$ cat config.mk
export PLATFORM = sky130hd
export DESIGN_NAME = control_unit
export DESIGN_NICKNAME = d
export VERILOG_FILES = /design/src/rtl/cpu_pkg.sv /design/src/rtl/microcode_rom.sv /design/src/rtl/control_unit.sv
export SDC_FILE = /design/constraint.sdc
export NUM_CORES = 1
export LEC_CHECK = 0
export ABC_CLOCK_PERIOD_IN_PS = 2100
export BUFFER_PORTS_ARGS = -buffer_cell sky130_fd_sc_hd__buf_2
export CORE_ASPECT_RATIO = 1.2
export CORE_MARGIN = 10
export CORE_UTILIZATION = 45
export CTS_CLUSTER_DIAMETER = 60
export CTS_CLUSTER_SIZE = 10
export DETAILED_ROUTE_END_ITERATION = 6
export GPL_TIMING_DRIVEN = 0
export PLACE_DENSITY = 0.78
export RECOVER_POWER = 50
export SETUP_SLACK_MARGIN = 0.5
export SYNTH_ARGS = -nofsm -noshare
export SYNTH_HDL_FRONTEND = slang
export SYNTH_SLANG_ARGS = --single-unit
$ cat constraint.sdc
create_clock -name clk -period 2.1 [get_ports clk]
set_input_delay 0.42 -clock clk [delete_from_list [all_inputs] [get_ports clk]]
set_output_delay 0.42 -clock clk [all_outputs]
set_load 0.02 [all_outputs]
$ cat src/rtl/cpu_pkg.sv
// Shared constants for the 8-bit computer: opcodes and control-word layout.
package cpu_pkg;

  // Opcodes (ir[7:4])
  localparam logic [3:0] OP_NOP = 4'h0;
  localparam logic [3:0] OP_LDI = 4'h1;
  localparam logic [3:0] OP_LDA = 4'h2;
  localparam logic [3:0] OP_LDB = 4'h3;
  localparam logic [3:0] OP_ADD = 4'h4;
  localparam logic [3:0] OP_SUB = 4'h5;
  localparam logic [3:0] OP_STA = 4'h6;
  localparam logic [3:0] OP_JMP = 4'h7;
  localparam logic [3:0] OP_JC  = 4'h8;
  localparam logic [3:0] OP_JZ  = 4'h9;
  localparam logic [3:0] OP_OUT = 4'hA;
  localparam logic [3:0] OP_TAZ = 4'hB;
  localparam logic [3:0] OP_TZA = 4'hC;
  localparam logic [3:0] OP_NP1 = 4'hD;
  localparam logic [3:0] OP_NP2 = 4'hE;
  localparam logic [3:0] OP_HLT = 4'hF;

  // Control-word bit indices. HLT and END are internal to the sequencer.
  localparam int CW_AI  = 0;
  localparam int CW_AO  = 1;
  localparam int CW_BI  = 2;
  localparam int CW_BO  = 3;
  localparam int CW_ZI  = 4;
  localparam int CW_ZO  = 5;
  localparam int CW_II  = 6;
  localparam int CW_IO  = 7;
  localparam int CW_CO  = 8;
  localparam int CW_CE  = 9;
  localparam int CW_J   = 10;
  localparam int CW_EO  = 11;
  localparam int CW_SU  = 12;
  localparam int CW_FI  = 13;
  localparam int CW_MI  = 14;
  localparam int CW_RI  = 15;
  localparam int CW_RO  = 16;
  localparam int CW_OI  = 17;
  localparam int CW_HLT = 18;
  localparam int CW_END = 19;

  localparam int CW_W = 20;

  typedef logic [CW_W-1:0] cw_t;

  // Single-bit masks for building microcode entries.
  localparam cw_t M_AI  = cw_t'(1) << CW_AI;
  localparam cw_t M_AO  = cw_t'(1) << CW_AO;
  localparam cw_t M_BI  = cw_t'(1) << CW_BI;
  localparam cw_t M_ZI  = cw_t'(1) << CW_ZI;
  localparam cw_t M_ZO  = cw_t'(1) << CW_ZO;
  localparam cw_t M_II  = cw_t'(1) << CW_II;
  localparam cw_t M_CO  = cw_t'(1) << CW_CO;
  localparam cw_t M_CE  = cw_t'(1) << CW_CE;
  localparam cw_t M_J   = cw_t'(1) << CW_J;
  localparam cw_t M_EO  = cw_t'(1) << CW_EO;
  localparam cw_t M_SU  = cw_t'(1) << CW_SU;
  localparam cw_t M_FI  = cw_t'(1) << CW_FI;
  localparam cw_t M_MI  = cw_t'(1) << CW_MI;
  localparam cw_t M_RI  = cw_t'(1) << CW_RI;
  localparam cw_t M_RO  = cw_t'(1) << CW_RO;
  localparam cw_t M_OI  = cw_t'(1) << CW_OI;
  localparam cw_t M_HLT = cw_t'(1) << CW_HLT;
  localparam cw_t M_END = cw_t'(1) << CW_END;

endpackage

$ cat src/rtl/microcode_rom.sv
// Combinational microcode: {opcode, step, flags} -> control word.
// The END bit marks the last step of an instruction; HLT requests the halt.
module microcode_rom
  import cpu_pkg::*;
(
  input  logic [3:0] opcode_i,
  input  logic [2:0] step_i,
  input  logic       flag_c_i,
  input  logic       flag_z_i,
  output cw_t        cw_o
);

  logic taken;

  // Decode one control word; illegal steps 5..7 return to T0 with nothing asserted.
  always_comb begin
    cw_o  = '0;
    taken = (opcode_i == OP_JC) ? flag_c_i : flag_z_i;
    case (step_i)
      3'd0: cw_o = M_CO | M_MI;
      3'd1: begin
        cw_o = M_RO | M_II | M_CE;
        if (opcode_i inside {OP_NOP, OP_NP1, OP_NP2}) cw_o = cw_o | M_END;
      end
      3'd2: begin
        case (opcode_i)
          OP_LDI, OP_LDA, OP_LDB,
          OP_STA, OP_JMP:        cw_o = M_CO | M_MI;
          OP_ADD:                cw_o = M_EO | M_AI | M_FI | M_END;
          OP_SUB:                cw_o = M_EO | M_AI | M_FI | M_SU | M_END;
          // Branch decision is made here only; a not-taken branch skips its operand.
          OP_JC, OP_JZ:          cw_o = taken ? (M_CO | M_MI) : (M_CE | M_END);
          OP_OUT:                cw_o = M_AO | M_OI | M_END;
          OP_TAZ:                cw_o = M_AO | M_ZI | M_END;
          OP_TZA:                cw_o = M_ZO | M_AI | M_END;
          OP_HLT:                cw_o = M_HLT | M_END;
          default:               cw_o = M_END;
        endcase
      end
      3'd3: begin
        case (opcode_i)
          OP_LDI:                cw_o = M_RO | M_AI | M_CE | M_END;
          OP_LDA, OP_LDB, OP_STA: cw_o = M_RO | M_MI | M_CE;
          // Reaching T3 on a branch means it was taken at T2; flags are ignored now.
          OP_JMP, OP_JC, OP_JZ:  cw_o = M_RO | M_J | M_END;
          default:               cw_o = M_END;
        endcase
      end
      3'd4: begin
        case (opcode_i)
          OP_LDA:                cw_o = M_RO | M_AI | M_END;
          OP_LDB:                cw_o = M_RO | M_BI | M_END;
          OP_STA:                cw_o = M_AO | M_RI | M_END;
          default:               cw_o = M_END;
        endcase
      end
      default: cw_o = M_END;
    endcase
  end

endmodule

$ cat src/rtl/control_unit.sv
// Microcoded sequencer: step counter and halt flag, with the control word
// decoded from the microcode ROM and forced to zero during reset or halt.
module control_unit
  import cpu_pkg::*;
(
  input  logic       clk,
  input  logic       reset,
  input  logic [7:0] ir,
  input  logic       flag_c,
  input  logic       flag_z,
  output logic       c_ai,
  output logic       c_ao,
  output logic       c_bi,
  output logic       c_bo,
  output logic       c_zi,
  output logic       c_zo,
  output logic       c_ii,
  output logic       c_io,
  output logic       c_co,
  output logic       c_ce,
  output logic       c_j,
  output logic       c_eo,
  output logic       c_su,
  output logic       c_fi,
  output logic       c_mi,
  output logic       c_ri,
  output logic       c_ro,
  output logic       c_oi,
  output logic [2:0] step,
  output logic       halted
);

  logic [2:0] step_q, step_d;
  logic       halted_q, halted_d;
  cw_t        rom_cw;
  cw_t        cw;
  logic       cw_unused;

  microcode_rom u_rom (
    .opcode_i (ir[7:4]),
    .step_i   (step_q),
    .flag_c_i (flag_c),
    .flag_z_i (flag_z),
    .cw_o     (rom_cw)
  );

  // Next state: advance or wrap on END; once halted nothing moves until reset.
  always_comb begin
    step_d   = step_q;
    halted_d = halted_q;
    if (!halted_q) begin
      step_d   = rom_cw[CW_END] ? 3'd0 : step_q + 3'd1;
      halted_d = rom_cw[CW_HLT];
    end
  end

  // State register with synchronous reset priority.
  always_ff @(posedge clk) begin
    if (reset) begin
      step_q   <= 3'd0;
      halted_q <= 1'b0;
    end else begin
      step_q   <= step_d;
      halted_q <= halted_d;
    end
  end

  // Output gating: no control line may fire while in reset or halted.
  always_comb begin
    cw = rom_cw;
    if (reset || halted_q) cw = '0;
  end

  assign c_ai = cw[CW_AI];
  assign c_ao = cw[CW_AO];
  assign c_bi = cw[CW_BI];
  assign c_bo = cw[CW_BO];
  assign c_zi = cw[CW_ZI];
  assign c_zo = cw[CW_ZO];
  assign c_ii = cw[CW_II];
  assign c_io = 1'b0;  // reserved bus driver, never enabled
  assign c_co = cw[CW_CO];
  assign c_ce = cw[CW_CE];
  assign c_j  = cw[CW_J];
  assign c_eo = cw[CW_EO];
  assign c_su = cw[CW_SU];
  assign c_fi = cw[CW_FI];
  assign c_mi = cw[CW_MI];
  assign c_ri = cw[CW_RI];
  assign c_ro = cw[CW_RO];
  assign c_oi = cw[CW_OI];

  assign step   = step_q;
  assign halted = halted_q;

  // Operand nibble and sequencer-internal bits have no output.
  assign cw_unused = ^{ir[3:0], cw[CW_IO], cw[CW_HLT], cw[CW_END]};

  // Shared bus: at most one driver enabled per cycle.
  a_bus_exclusive : assert property (@(posedge clk) disable iff (reset)
    $onehot0({c_ao, c_bo, c_zo, c_io, c_co, c_eo, c_ro}));

endmodule

==> results of run 1 <==
## logic make-up after synthesis
| kind of cell | count (synthesis) | synth area share (%) |
|---|---|---|
| fa+ha+maj | 5 | 8.87 |
| flops | 4 | 11.3 |
| other cells | 1 | 0.531 |
| simple gates | 47 | 34.6 |
| xor+xnor | 1 | 1.24 |
| buf+inv | 18 | 12.8 |
| compound gates | 28 | 30.7 |
## metrics by stage
stage / setup TNS [ps] / util (%) / setup WS, ps
after CTS: 0 / 92.1 / 53.5
after detailed placement: -65.6 / 75.4 / -65.6
after global placement: -14.6 / 75.4 / -14.6
after floorplan: 0 / - / 278
## cells in the mapped netlist
cell,instances,area [sq um]
o41ai_1,1,8.76
nor2b_1,3,18.8
buf_4,5,37.5
a31oi_1,3,18.8
inv_1,10,37.5
and2_1,2,12.5
o2111a_1,1,11.3
o211ai_1,2,15.0
o31ai_1,3,22.5
or2_4,1,8.76
and3_1,1,6.26
buf_2,3,15.0
nor4_1,4,25.0
conb_1,1,3.75
and3_4,1,11.3
nand3b_1,1,7.51
a2111oi_4,1,27.5
nand4_1,1,6.26
nand2b_1,4,25.0
o2bb2ai_1,1,8.76
nand3_1,3,15.0
xor2_1,1,8.76
nand2_1,10,37.5
a311oi_1,1,8.76
dfxtp_1,4,80.1
nor3_1,4,20.0
a21boi_0,2,15.0
a2111oi_0,1,8.76
nor4b_1,1,8.76
o211ai_2,1,12.5
nor2_1,11,41.3
ha_1,5,62.6
a21oi_1,6,30.0
o21ai_0,4,20.0
a41oi_1,1,8.76
## repair_timing
action	in CTS
pin swaps	13
gates resized for setup	36
gates cloned	1
buffers inserted	9
endpoints found under the setup margin	18
==> results.sh, run 1 <==
export IMPL_synth_cells=104
export IMPL_dp_hpwl_microns=1960
export IMPL_stop_stage="global routing (5_1_grt)"
export IMPL_port_buffers=26
export IMPL_row_count=15
export IMPL_cts_hold_buf=0
export IMPL_cts_buffers=3
export IMPL_ios=34
export IMPL_cts_root_buf="clkbuf_4"
export IMPL_htree_levels=1
export IMPL_clock_sinks=4
export IMPL_ys_seq_area_share_pct=11.3
export IMPL_placed_cells=148
export IMPL_worstEpCategory="top-level output"
export IMPL_start_util_pct=48.2
export IMPL_gp_congestion=0.906
export IMPL_ys_warn_count=0
export IMPL_die_w_microns=56.2
export IMPL_dpl_instance_area_sq_um=1100
export IMPL_tool_error="[ERROR DPL-0038] Utilization greater than 100%, impossible to legalize"
export IMPL_grt_max_degree=11
export IMPL_yosysUniqueCellTypes=35
export IMPL_synth_avg_cell_area_sq_um=6.79
export IMPL_clk_path_buf_depth=2
export IMPL_ys_ff_latch=4
export IMPL_die_h_microns=63.4
export IMPL_status="aborted with a tool error"
export IMPL_synth_area_sq_um=706
export IMPL_worstEndpointGrtRepair="c_mi"
==> run 2, diff against run 1 <==
==> config.mk (replaced) <==
export PLATFORM = sky130hd
export DESIGN_NAME = control_unit
export DESIGN_NICKNAME = d
export VERILOG_FILES = /design/src/rtl/cpu_pkg.sv /design/src/rtl/microcode_rom.sv /design/src/rtl/control_unit.sv
export SDC_FILE = /design/constraint.sdc
export NUM_CORES = 1
export LEC_CHECK = 0
export ABC_CLOCK_PERIOD_IN_PS = 2100
export BUFFER_PORTS_ARGS = -buffer_cell sky130_fd_sc_hd__buf_2
export CORE_AREA = 10 10 71 73
export DETAILED_ROUTE_END_ITERATION = 6
export DIE_AREA = 0 0 81 83
export GPL_TIMING_DRIVEN = 0
export PLACE_DENSITY_LB_ADDON = 0.15
export RECOVER_POWER = 50
export SYNTH_ARGS = -nofsm -noshare
export SYNTH_HDL_FRONTEND = slang
export SYNTH_SLANG_ARGS = --single-unit
==> run 2 against run 1 <==
The run now ends clean. Synthesized area unchanged. Synthesized cell count unchanged.
==> results.sh, run 2 <==
export IMPL_clk_path_buf_depth=2
export IMPL_crit_arrival_ps=1620
export IMPL_cp_slowest_cell="dfxtp_4"
export IMPL_tns_ps=0
export IMPL_path_cells="inv_4 > ha_4 > nor3_4 > o21ai_2 > nand2_2 > buf_4 > a31oi_1 > buf_4"
export IMPL_clk_pin_slew_worst_paths_ps=30
export IMPL_ios=34
export IMPL_die_h_microns=83
export IMPL_drc=0
export IMPL_slew_violations=0
export IMPL_wire_per_inst_microns=14.2
export IMPL_layout_commonest_cell="buf_2"
export IMPL_grt_pass1_wl_microns=4420
export IMPL_dpl_instance_area_sq_um=920
export IMPL_path_buf_inv=3
export IMPL_final_cell_mix="22 x buf_2, 15 x buf_4, 10 x nor2_1"
export IMPL_yosysUniqueCellTypes=35
export IMPL_yosysMostFrequentCell="nor2_1"
export IMPL_finalNonFillerCells=186
export IMPL_startpoint_type="flop"
export IMPL_status="complete, no violations"
export IMPL_dieArea_sq_um=6720
export IMPL_swShare_pct=47.8
export IMPL_cp_slowest_stage_delay_ps=370
export IMPL_drt_pass1_iter_count=4
export IMPL_finalHoldViolCount=0
export IMPL_async_flop_share_pct=0
export IMPL_drtIter0Drc=66
export IMPL_drive_gt1_share_pct=48.6
export IMPL_ir_drop_uv=579
export IMPL_fin_crit_sh_pct=97.0
export IMPL_grt_pass1_vias=870
export IMPL_syn_to_final_growth_pct=61.3
export IMPL_cp_common_cell="buf_4"
export IMPL_utilization_pct=31.3
export IMPL_cts_tree="yes"
export IMPL_switchingPower_mw=0.509
export IMPL_htree_levels=1
export IMPL_num_vias=895
export IMPL_track_usage_pct=7.90
export IMPL_worst_slew_pin_slew_ps=498
export IMPL_port_buffers=26
export IMPL_grt_remaining_overflow=0
export IMPL_finalSetupViolCount=0
export IMPL_grt_max_degree=11
export IMPL_relSlewSlack_pct=66.5
export IMPL_yosys_top_cells_count="11 x nor2_1, 10 x inv_1, 10 x nand2_1"
export IMPL_insertion_delay_ps=220
export IMPL_cp_end_kind="output pin"
export IMPL_synth_area_sq_um=706
export IMPL_crit_type="reg2out"
export IMPL_start_util_pct=19.4
export IMPL_whs_ps=411
export IMPL_final_nets=157
export IMPL_largest_reg_flops=3
export IMPL_powerDensity_nw_per_um2=935
export IMPL_cts_root_buf="clkbuf_8"
export IMPL_crit_family="buffers and inverters"
export IMPL_gp_congestion=0.808
export IMPL_grt_setup_unrepaired="yes"
export IMPL_core_area_sq_um=3630
export IMPL_cp_max_fo=6
export IMPL_ys_top_cells_by_area="dfxtp_1 11%, ha_1 8.9%, nor2_1 5.9%"
export IMPL_fin_crit_ps=2040
export IMPL_row_count=22
export IMPL_clock_fmax_mhz=491
export IMPL_seqPwrFrac_pct=15.5
export IMPL_finalInstanceArea_sq_um=1140
export IMPL_ys_seq_area_share_pct=11.3
export IMPL_required_ps=1680
export IMPL_drv_cap=0
export IMPL_placed_cells=179
export IMPL_ant_nets=0
export IMPL_internal_power_mw=0.556
export IMPL_clock_sinks=4
export IMPL_die_w_microns=81
export IMPL_cts_buffers=3
export IMPL_synth_edff_count=0
export IMPL_insertedDiodeCount=0
export IMPL_dp_hpwl_microns=2080
export IMPL_p_leak_nw=0.479
export IMPL_wl_microns=2650
export IMPL_ys_flop_type="dfxtp_1"
export IMPL_hold_path_class="in2reg"
export IMPL_yosysTopAreaCellShare_pct=11.3
export IMPL_p_comb_share_pct=69.6
export IMPL_power_share_clock_pct=14.9
export IMPL_synth_cells=104
export IMPL_ys_ff_latch=4
export IMPL_vias_per_cell=4.81
export IMPL_ys_warn_count=0
export IMPL_clock_skew_ps=5.26
export IMPL_yosysTopAreaCell="dfxtp_1"
export IMPL_synth_avg_cell_area_sq_um=6.79
export IMPL_antenna_found_initial=0
[run 2: cell counts after synthesis]
No cell type changed its count.
[run 2: timing repair]
action / CTS / global route
buffers inserted: 3 / 1
hold buffers: 0 / 0
pin swaps: 3 / 0
gates resized for setup: 24 / 18
endpoints found under the setup margin: 9 / 8
[run 2: kinds of logic (layout without fill, tap and decap cells)]
family	Yosys count	count (layout)	share of synthesized area, %
other	1	2	0.531
AO/OA/AOI/OAI	28	28	30.7
XOR/XNOR	1	1	1.24
buffers and inverters	18	51	12.8
AND/OR/NAND/NOR	47	47	34.6
flip-flops	4	4	11.3
adder cells (fa/ha/maj)	5	5	8.87
[run 2: layer usage]
metal / track usage [%] / vias up / share of wire (%)
li1: - / 438 / -
met1: 9.67 / 414 / 41
met2: 12.2 / 39 / 47
met3: 3.88 / 4 / 11
met4: 1.41 / 0 / 0.87
met5: 0 / - / 0
[run 2: cell type report]
type / instances / area [sq um]
inverters: 10 / 42.5
repair buffers: 30 / 175
fillers: 415 / 2490
multi-input cells: 83 / 676
well taps: 48 / 60.1
plain buffers: 8 / 55.1
flip-flops and latches: 4 / 88.8
clock buffers: 3 / 41.3
[run 2: worst register-to-register path, stage by stage (launching register included)]
cell,delay [ps]
dfxtp_2,420
inv_1,120
ha_4,200
and3_4,190
a2111oi_4,320
o211ai_2,160
o31ai_1,210
[run 2: through the flow]
step | setup slack, ps | total power [mW]
floorplan | -78.8 | 0.506
global placement | -169 | 0.672
detailed placement | -177 | 0.673
CTS | -23.8 | 0.969
global route | -15.1 | 1.16
finish | 63.8 | 1.07
[run 2: path summary, 6_finish.rpt]
path / slack (ps) / endpoint / from / cells past startpoint
min: 410 / halted$_SDFF_PP0_ / reset / 2
max: 60 / c_mi / step[0]$_SDFFE_PP0N_ / 8
max reg2reg: 390 / step[1]$_SDFFE_PP0N_ / step[2]$_SDFFE_PP0N_ / 6
min reg2reg: 530 / step[1]$_SDFFE_PP0N_ / step[1]$_SDFFE_PP0N_ / 2
[run 2: power groups by stage]
stage / registers, mW / logic [mW] / clock network [mW]
2_1_floorplan: 0.147 / 0.359 / 0
3_3_place_gp: 0.127 / 0.546 / 0
3_5_place_dp: 0.130 / 0.544 / 0
4_1_cts: 0.135 / 0.670 / 0.164
5_1_grt: 0.170 / 0.816 / 0.172
6_report: 0.165 / 0.741 / 0.159
(Power assumes the default switching activity.)
